## src/rtl/sram_mem_bridge.sv

```systemverilog
// sram_mem_bridge: native CPU memory bus to single-port SRAM macro bridge
// with base-address range check and configurable macro read latency.
module sram_mem_bridge #(
  parameter int ADDR_WIDTH = 8,
  parameter logic [31:0] BASE_ADDR = 32'h0000_0000,
  parameter int READ_LATENCY = 1
) (
  input  logic                  clk,
  input  logic                  reset,
  input  logic                  mem_valid,
  input  logic                  mem_instr,
  input  logic [31:0]           mem_addr,
  input  logic [31:0]           mem_wdata,
  input  logic [3:0]            mem_wstrb,
  output logic                  mem_ready,
  output logic [31:0]           mem_rdata,
  output logic                  mem_err,
  output logic                  sram_csb,
  output logic                  sram_web,
  output logic [3:0]            sram_wmask,
  output logic [ADDR_WIDTH-1:0] sram_addr,
  output logic [31:0]           sram_din,
  input  logic [31:0]           sram_dout
);
  typedef enum logic [1:0] {IDLE, ISSUE, WAIT, DONE} state_t;
  state_t state;
  logic [2:0] cnt;
  logic rd, oor, in_range, unused_ok;
  assign in_range = mem_addr[31:ADDR_WIDTH+2] == BASE_ADDR[31:ADDR_WIDTH+2];
  assign unused_ok = ^{mem_instr, mem_addr[1:0]};
  always_ff @(posedge clk or posedge reset)
    if (reset) begin
      state <= IDLE;
      cnt <= '0;
      rd <= 1'b0;
      oor <= 1'b0;
      mem_ready <= 1'b0;
      mem_err <= 1'b0;
      mem_rdata <= '0;
      sram_csb <= 1'b1;
      sram_web <= 1'b1;
      sram_wmask <= '0;
      sram_addr <= '0;
      sram_din <= '0;
    end else begin
      mem_ready <= 1'b0;
      mem_err <= 1'b0;
      case (state)
        IDLE: if (mem_valid) begin
          state <= ISSUE;
          rd <= mem_wstrb == 4'b0;
          oor <= !in_range;
          if (in_range) begin
            sram_csb <= 1'b0;
            sram_web <= mem_wstrb == 4'b0;
            sram_wmask <= mem_wstrb;
            sram_addr <= mem_addr[ADDR_WIDTH+1:2];
            sram_din <= mem_wdata;
          end
        end
        ISSUE: begin
          sram_csb <= 1'b1;
          sram_web <= 1'b1;
          sram_wmask <= '0;
          cnt <= '0;
          if (rd && !oor) state <= WAIT;
          else begin
            state <= DONE;
            mem_ready <= 1'b1;
            mem_err <= oor;
            if (oor) mem_rdata <= '0;
          end
        end
        // the macro sampled on the ISSUE-exit edge; data lands READ_LATENCY edges later
        WAIT: if (cnt == 3'(READ_LATENCY - 1)) begin
          state <= DONE;
          mem_ready <= 1'b1;
          mem_rdata <= sram_dout;
          cnt <= '0;
        end else cnt <= cnt + 3'd1;
        default: state <= IDLE;
      endcase
    end
endmodule

```

## config.mk

```make
export PLATFORM = sky130hd
export DESIGN_NAME = sram_mem_bridge
export DESIGN_NICKNAME = d
export VERILOG_FILES = /design/src/rtl/sram_mem_bridge.sv
export SDC_FILE = /design/constraint.sdc
export NUM_CORES = 1
export LEC_CHECK = 0
export BUFFER_PORTS_ARGS = -buffer_cell sky130_fd_sc_hd__buf_2
export CORE_AREA = 2 2 104 106
export CTS_CLUSTER_DIAMETER = 60
export DETAILED_ROUTE_END_ITERATION = 10
export DIE_AREA = 0 0 106 108
export GPL_ROUTABILITY_DRIVEN = 0
export REMOVE_ABC_BUFFERS = 1
export SLEW_MARGIN = 25
export SYNTH_ARGS = -nofsm -noshare
export SYNTH_HDL_FRONTEND = slang
export SYNTH_SLANG_ARGS = --single-unit
```

## constraint.sdc

```tcl
create_clock -name clk -period 7 [get_ports clk]
set_input_delay 1.4 -clock clk [delete_from_list [all_inputs] [get_ports clk]]
set_output_delay 1.4 -clock clk [all_outputs]
set_load 0.005 [all_outputs]
```

==> results of run 1 <==
[cell usage in the layout (no fill, tap or decap), drive strengths merged]
cell      synthesis  routed
a21oi             3       3
clkinvlp          0       1
nand3             3       3
ha                6       6
o221ai            5       5
clkinv            1       2
clkbuf           11      12
buf               5     183
o31a              1       1
nand4             1       1
mux2             43      43
or4               2       2
bufinv            0       2
nor4              5       5
nand2            71      71
nor2b             2       2
dfstp             2       2
a22o              1       1
o21ai            41      41
o22ai             1       1
and2              1       1
or2               1       1
a21boi            1       1
dfrtp            85      85
o31ai             1       1
nor2              4       4
inv               9       9
[metal layers]
metal	global-route usage	routed length, um	vias to the layer above
met4	0.0489	89	0
met3	0.0313	469	9
met1	0.166	3370	1352
met2	0.258	4240	88
met5	0	0	-
li1	-	-	1389
[worst max-delay path: cells and delay by family]
| kind | cells | cell delay, ns |
|---|---|---|
| buffers and inverters | 1 | 0.09 |
| muxes | 1 | 0.41 |
| and+or+nand+nor | 3 | 1.76 |
[metrics by stage]
stage / cells / hold slack, ns / setup slack (ns)
CTS: 625 / 0.486 / 3.49
detailed placement: 609 / 0.466 / 3.10
floorplan: 290 / 0.457 / 3.21
global placement: 609 / 0.459 / 3.15
finish: 625 / 0.481 / 3.52
global route: 625 / 0.498 / 3.42
[logic make-up (layout without fill, tap and decap cells)]
group / count (synthesis) / count (layout) / share of synthesized area
compound gates: 54 / 54 / 0.0849
simple gates: 90 / 90 / 0.110
fa+ha+maj: 6 / 6 / 0.0211
buf+inv: 26 / 209 / 0.0368
flops: 87 / 87 / 0.611
mux: 43 / 43 / 0.136
[worst max-delay path by stage]
stage / depth (start not counted) / startpoint / end
floorplan: 5 / state[0] / mem_rdata[0]
global placement: 5 / mem_addr[16] / sram_din[29]
detailed placement: 5 / mem_addr[16] / sram_din[20]
CTS: 5 / mem_addr[16] / sram_addr[3]
global route: 5 / mem_addr[16] / sram_din[29]
finish: 5 / mem_addr[16] / sram_din[8]
[power breakdown]
part           leakage [uW]  internal (uW)  switching (uW)
Sequential          0.00118            597            46.3
Combinational       0.00138            168             271
Clock              0.000113            222             177
[area by class of cell]
| cell class | instances | area share |
|---|---|---|
| Tap cell | 136 | 0.0353 |
| Clock inverter | 4 | 0.0158 |
| Inverter | 10 | 0.00805 |
| Clock buffer | 12 | 0.0322 |
| Multi-Input combinational cell | 193 | 0.263 |
| Sequential cell | 87 | 0.453 |
| Timing Repair Buffer | 183 | 0.193 |
[flip-flops by register name, summed over array words and instances, names as in the netlist]
signal      count
mem_err         1
cnt             3
rd              1
mem_ready       1
sram_din       32
sram_csb        1
sram_wmask      4
mem_rdata      32
sram_web        1
oor             1
sram_addr       8
state           2
==> implementation parameters, run 1 <==
Parameter                              Value

Min path
  Hold Path End    mem_rdata[7]
  Type of the tightest min-delay check    reg -> reg
  Startpoint of the worst hold path    mem_rdata[7]
  Worst Hold Path Cells    2

Worst setup path
  Slowest cell on the critical path    or4_1
  Cell repeated most along the worst path    or4_1
  Worst path required time    7.23 ns
  Critical path start-end classification    in -> reg
  Depth of the most critical reg-to-reg path    6
  Critical-path cell list    buf_2 -> or4_1 -> or4_1 -> nor2_8 -> mux2_2
  Arrival @ worst endpoint    3.71 ns
  RR Endpoint    sram_din[8]
  Setup slack of the most critical reg-to-reg path    4.23 ns
  Critical Path Start Type    input port
  Launching point of the worst reg2reg path    state[1]
  Sort of element at the end of the critical path    flip-flop
  Slowest stage delay, CP    0.68 ns
  Critical path peak fanout    41

Floorplanning
  Number of placed I/O pins    184
  Initial core utilization    0.349
  Total Die Area    11,400 um^2
  DIE HEIGHT    108 um
  Placeable core region    10,200 um^2
  Floorplan die width    106 um
  Core Rows    37

Clock network
  Clock network latency to the later pin of the worst-skew pair    0.34 ns
  # clock sinks    87
  Num CTS Buffers    9
  Hold buffer count at CTS    0
  Setup Fix Bufs, Post-CTS    0
  Count of instances resized after the clock tree is built    0
  Maximum level of the CTS H-tree    3
  Maximum buffer depth of the clock tree    2
  CTS tree    built
  Library cell used as clock root buffer    clkbuf_8
  Post-CTS clock slew at the launch and capture registers of the worst setup and hold paths    0.09 ns

GRT
  Pin count of the biggest net entering global routing    88
  Via count of the first global-routing pass    2,766
  Antenna violations before repair    0
  Combined global-route utilization of all metal layers    0.142
  First-pass GRT wire length    13.0 mm
  Total overflow reported by the global router    0

Synth
  Summed instance area of the synthesized netlist    3570 um^2
  Post-synth EDFFs    0
  Number of register bits inferred by synthesis    87
  Count of yosys warnings during synthesis    0
  Leading cell type by number of instances after synthesis    dfrtp_1
  Netlist cell types    28
  Fraction of synthesis flops using an asynchronous set or reset pin    1.00
  Largest cells by area after synthesis    dfrtp_1 (60%), mux2_2 (9.8%), nand2_1 (7.5%)
  Commonest cells in the netlist    dfrtp_1 (85), nand2_1 (71), o21ai_0 (41), mux2_2 (31), mux2_1 (12)
  Synth Flop Type    dfrtp_1
  Register area share after synthesis    0.611
  Average cell area after synthesis    11.7 um^2
  Library cell with the largest summed area after synthesis    dfrtp_1
  Synth top area share    0.596
  Gate count after technology mapping    306

Routing
  Count of nets left with antenna violations after detail routing    0
  # DRC    0
  Final routed wire length divided by cell count    13.1 um
  Total iterations of the first detailed-routing run    4
  Overall via count from detail_route    2,838
  Drt first-iter violations    77
  Via density per instance    4.54
  Final wirelength    8.18 mm

STA
  Max-slew violation count    0
  Final cycle utilization of the critical path    0.497
  Maximum clock skew at final layout    0.00852 ns
  Minimum clock period    3.48 ns
  Worst-case headroom to the max-slew limit    0.483
  Setup TNS after final layout    0 ns
  Slew at the pin closest to its max-slew limit    0.775 ns
  Timing-limited maximum frequency    287 MHz
  Unrepaired setup endpoints after global routing    false
  Setup Viol. Count Final    0
  Hold Fails Final Rpt    0

Power and ir drop
  Leakage dissipation    0.00268 uW
  Pwr dens    307 nW/um^2
  Total power    1480 uW
  Worst vdd ir    0.228 mV

Finish
  Proportion of layout cells with a drive suffix above 1    0.481
  Antenna cells    0
  Storage element area    2180 um^2
  FILL cells    955
  Area of combinational cells with multiple inputs    1270 um^2
  Number of nets at the end of the flow    594
  Final core utilization    0.471
  Post-route cell area    4820 um^2
  Synth-to-layout area growth    35.1%

Place
  HPWL Detailed    5.87 mm
  Post-detailed-placement cell area    4580 um^2
  Count of input and output buffers    180

Flow run
  Max cap viols    0

Outcome
  Result of the run    complete, no violations
Power figures use the tool's default switching activity.
==> inputs of run 2 (changes only) <==
PLACE_DENSITY = 0.66   (was not set)
clock period = 2.9 ns   (was 7 ns; I/O delays follow)
==> run 2 against run 1 <==
Compared with the run above:
- combinational power grew to 2.5 times the previous value
- clock skew is 0.00075 ns lower
- first-iteration DRC count is 97% higher
- final cell count is 0.48% higher
- routed wire length is 0.71% lower
- sequential power is 140% higher
- global-route usage is 0.26 points higher
- die area stayed put
- hold slack worse by 0.25 ns
- critical path type is now reg -> reg
- largest power group unchanged
==> implementation parameters, run 2 (synthesized netlist as in run 1, its figures left out) <==
Parameter                              Value

STA
  Minimum clock period    2.45 ns
  Max-slew violation count    0
  Maximum clock skew at final layout    0.00777 ns
  Setup Viol. Count Final    0
  Slew at the pin closest to its max-slew limit    0.463 ns
  Final cycle utilization of the critical path    0.843
  Worst-case headroom to the max-slew limit    0.691
  Unrepaired setup endpoints after global routing    false
  Hold Fails Final Rpt    0
  Timing-limited maximum frequency    409 MHz

Routing
  Drt first-iter violations    152
  Count of nets left with antenna violations after detail routing    0
  Via density per instance    4.57
  Final wirelength    8.12 mm
  Overall via count from detail_route    2,873
  Final routed wire length divided by cell count    12.9 um
  Total iterations of the first detailed-routing run    4
  # DRC    0

Worst setup path
  Critical Path Start Type    flip-flop
  Arrival @ worst endpoint    2.67 ns
  Critical path start-end classification    reg -> reg
  Worst path required time    3.12 ns
  Sort of element at the end of the critical path    flip-flop
  Critical path peak fanout    41
  Launching point of the worst reg2reg path    state[0]
  RR Endpoint    sram_din[4]
  Depth of the most critical reg-to-reg path    7
  Setup slack of the most critical reg-to-reg path    0.45 ns

Clock network
  CTS tree    built
  Setup Fix Bufs, Post-CTS    0
  Maximum buffer depth of the clock tree    2
  Count of instances resized after the clock tree is built    0
  # clock sinks    87
  Clock network latency to the later pin of the worst-skew pair    0.34 ns
  Post-CTS clock slew at the launch and capture registers of the worst setup and hold paths    0.08 ns
  Library cell used as clock root buffer    clkbuf_8
  Hold buffer count at CTS    0
  Num CTS Buffers    9
  Maximum level of the CTS H-tree    3

Power and ir drop
  Cell-internal power    2320 uW
  Net switching power    1180 uW
  Leakage dissipation    0.00270 uW
  Sequential Power Share    0.444
  Relative contribution of the clock network to total power    0.238
  Sw Ratio    0.337
  Total power    3500 uW
  Combinational share of power    0.318
  Worst vdd ir    0.437 mV
  Pwr dens    722 nW/um^2

Outcome
  Result of the run    complete, no violations

Finish
  Antenna cells    0
  Proportion of layout cells with a drive suffix above 1    0.486
  Most used cells in the layout excluding fill and tap cells    buf_2 (180), dfrtp_1 (85), nand2_1 (71)
  Most common cell after layout, fill and taps aside    buf_2
  Number of standard cells in the layout, taps in and fillers out    628
  Post-route cell area    4840 um^2
  Synth-to-layout area growth    35.9%
  Biggest regs    mem_rdata (32), sram_din (32), sram_addr (8)
  Number of nets at the end of the flow    598

Floorplanning
  Placeable core region    10,200 um^2
  Number of placed I/O pins    184
  Total Die Area    11,400 um^2
  Floorplan die width    106 um
  Core Rows    37
  DIE HEIGHT    108 um
  Initial core utilization    0.349

GRT
  Antenna violations before repair    0
  Via count of the first global-routing pass    2,764
  First-pass GRT wire length    13.0 mm
  Combined global-route utilization of all metal layers    0.144
  Total overflow reported by the global router    0
  Pin count of the biggest net entering global routing    55

Place
  HPWL Detailed    6.00 mm
  Post-detailed-placement cell area    4650 um^2
  Count of input and output buffers    180
  Number of placed cells counting well taps    613

Min path
  Type of the tightest min-delay check    in -> async

Flow run
  Max cap viols    0
[run 2: cell count changes in the layout (fill, tap and decap cells not counted)]
cell,before,now
buf_12,0,3
clkinv_2,1,4
buf_4,2,4
buf_6,1,0
bufinv_16,2,1
clkbuf_1,1,0
clkinvlp_4,1,0
inv_6,1,0
[run 2: area by class of cell]
class / instances / area, um^2
Fill cell: 953 / 5390
Sequential cell: 87 / 2180
Multi-Input combinational cell: 193 / 1270
Timing Repair Buffer: 187 / 991
Tap cell: 136 / 170
Clock buffer: 11 / 151
Clock inverter: 4 / 45.0
Inverter: 10 / 38.8
[run 2: worst max-delay path: stages, from the launching register on]
cell	delay, ns
dfrtp_1	0.42
inv_1	0.10
ha_1	0.35
nand2_1	0.12
or4_1	0.55
nor2_8	0.14
buf_12	0.24
mux2_2	0.37
[run 2: worst max path at each step]
stage | from | to | slack, ns | cells after the start
6_report | state[0] | sram_din[4] | 0.45 | 7
3_3_place_gp | mem_addr[16] | sram_din[14] | 0.24 | 6
2_1_floorplan | state[0] | mem_rdata[0] | -0.89 | 5
3_5_place_dp | mem_addr[16] | sram_din[4] | 0.19 | 6
5_1_grt | state[0] | sram_din[4] | 0.31 | 7
4_1_cts | state[0] | sram_din[4] | 0.46 | 7
[run 2: stage by stage]
stage               utilization  TNS (ns)  setup slack [ns]  hold slack [ns]
floorplan                     -    -28.59            -0.893            0.457
global placement          0.454         0             0.237            0.458
detailed placement        0.454         0             0.195            0.465
CTS                       0.474         0             0.459            0.226
global route              0.474         0             0.305            0.244
finish                    0.474         0             0.454            0.226
[run 2: power by group through the flow]
stage | Sequential (uW) | Clock (uW) | Combinational, uW
after detailed placement | 1580 | 0 | 1120
after CTS | 1550 | 873 | 1130
after floorplan | 1600 | 0 | 564
after global placement | 1560 | 0 | 1100
final | 1550 | 834 | 1110
after global routing | 1580 | 925 | 1270
[run 2: routing by layer]
| metal | GRT usage | wire length [um] |
|---|---|---|
| met1 | 0.174 | 3400 |
| met2 | 0.247 | 4050 |
| met3 | 0.0307 | 505 |
| met4 | 0.0705 | 156 |
| met5 | 0 | 0 |
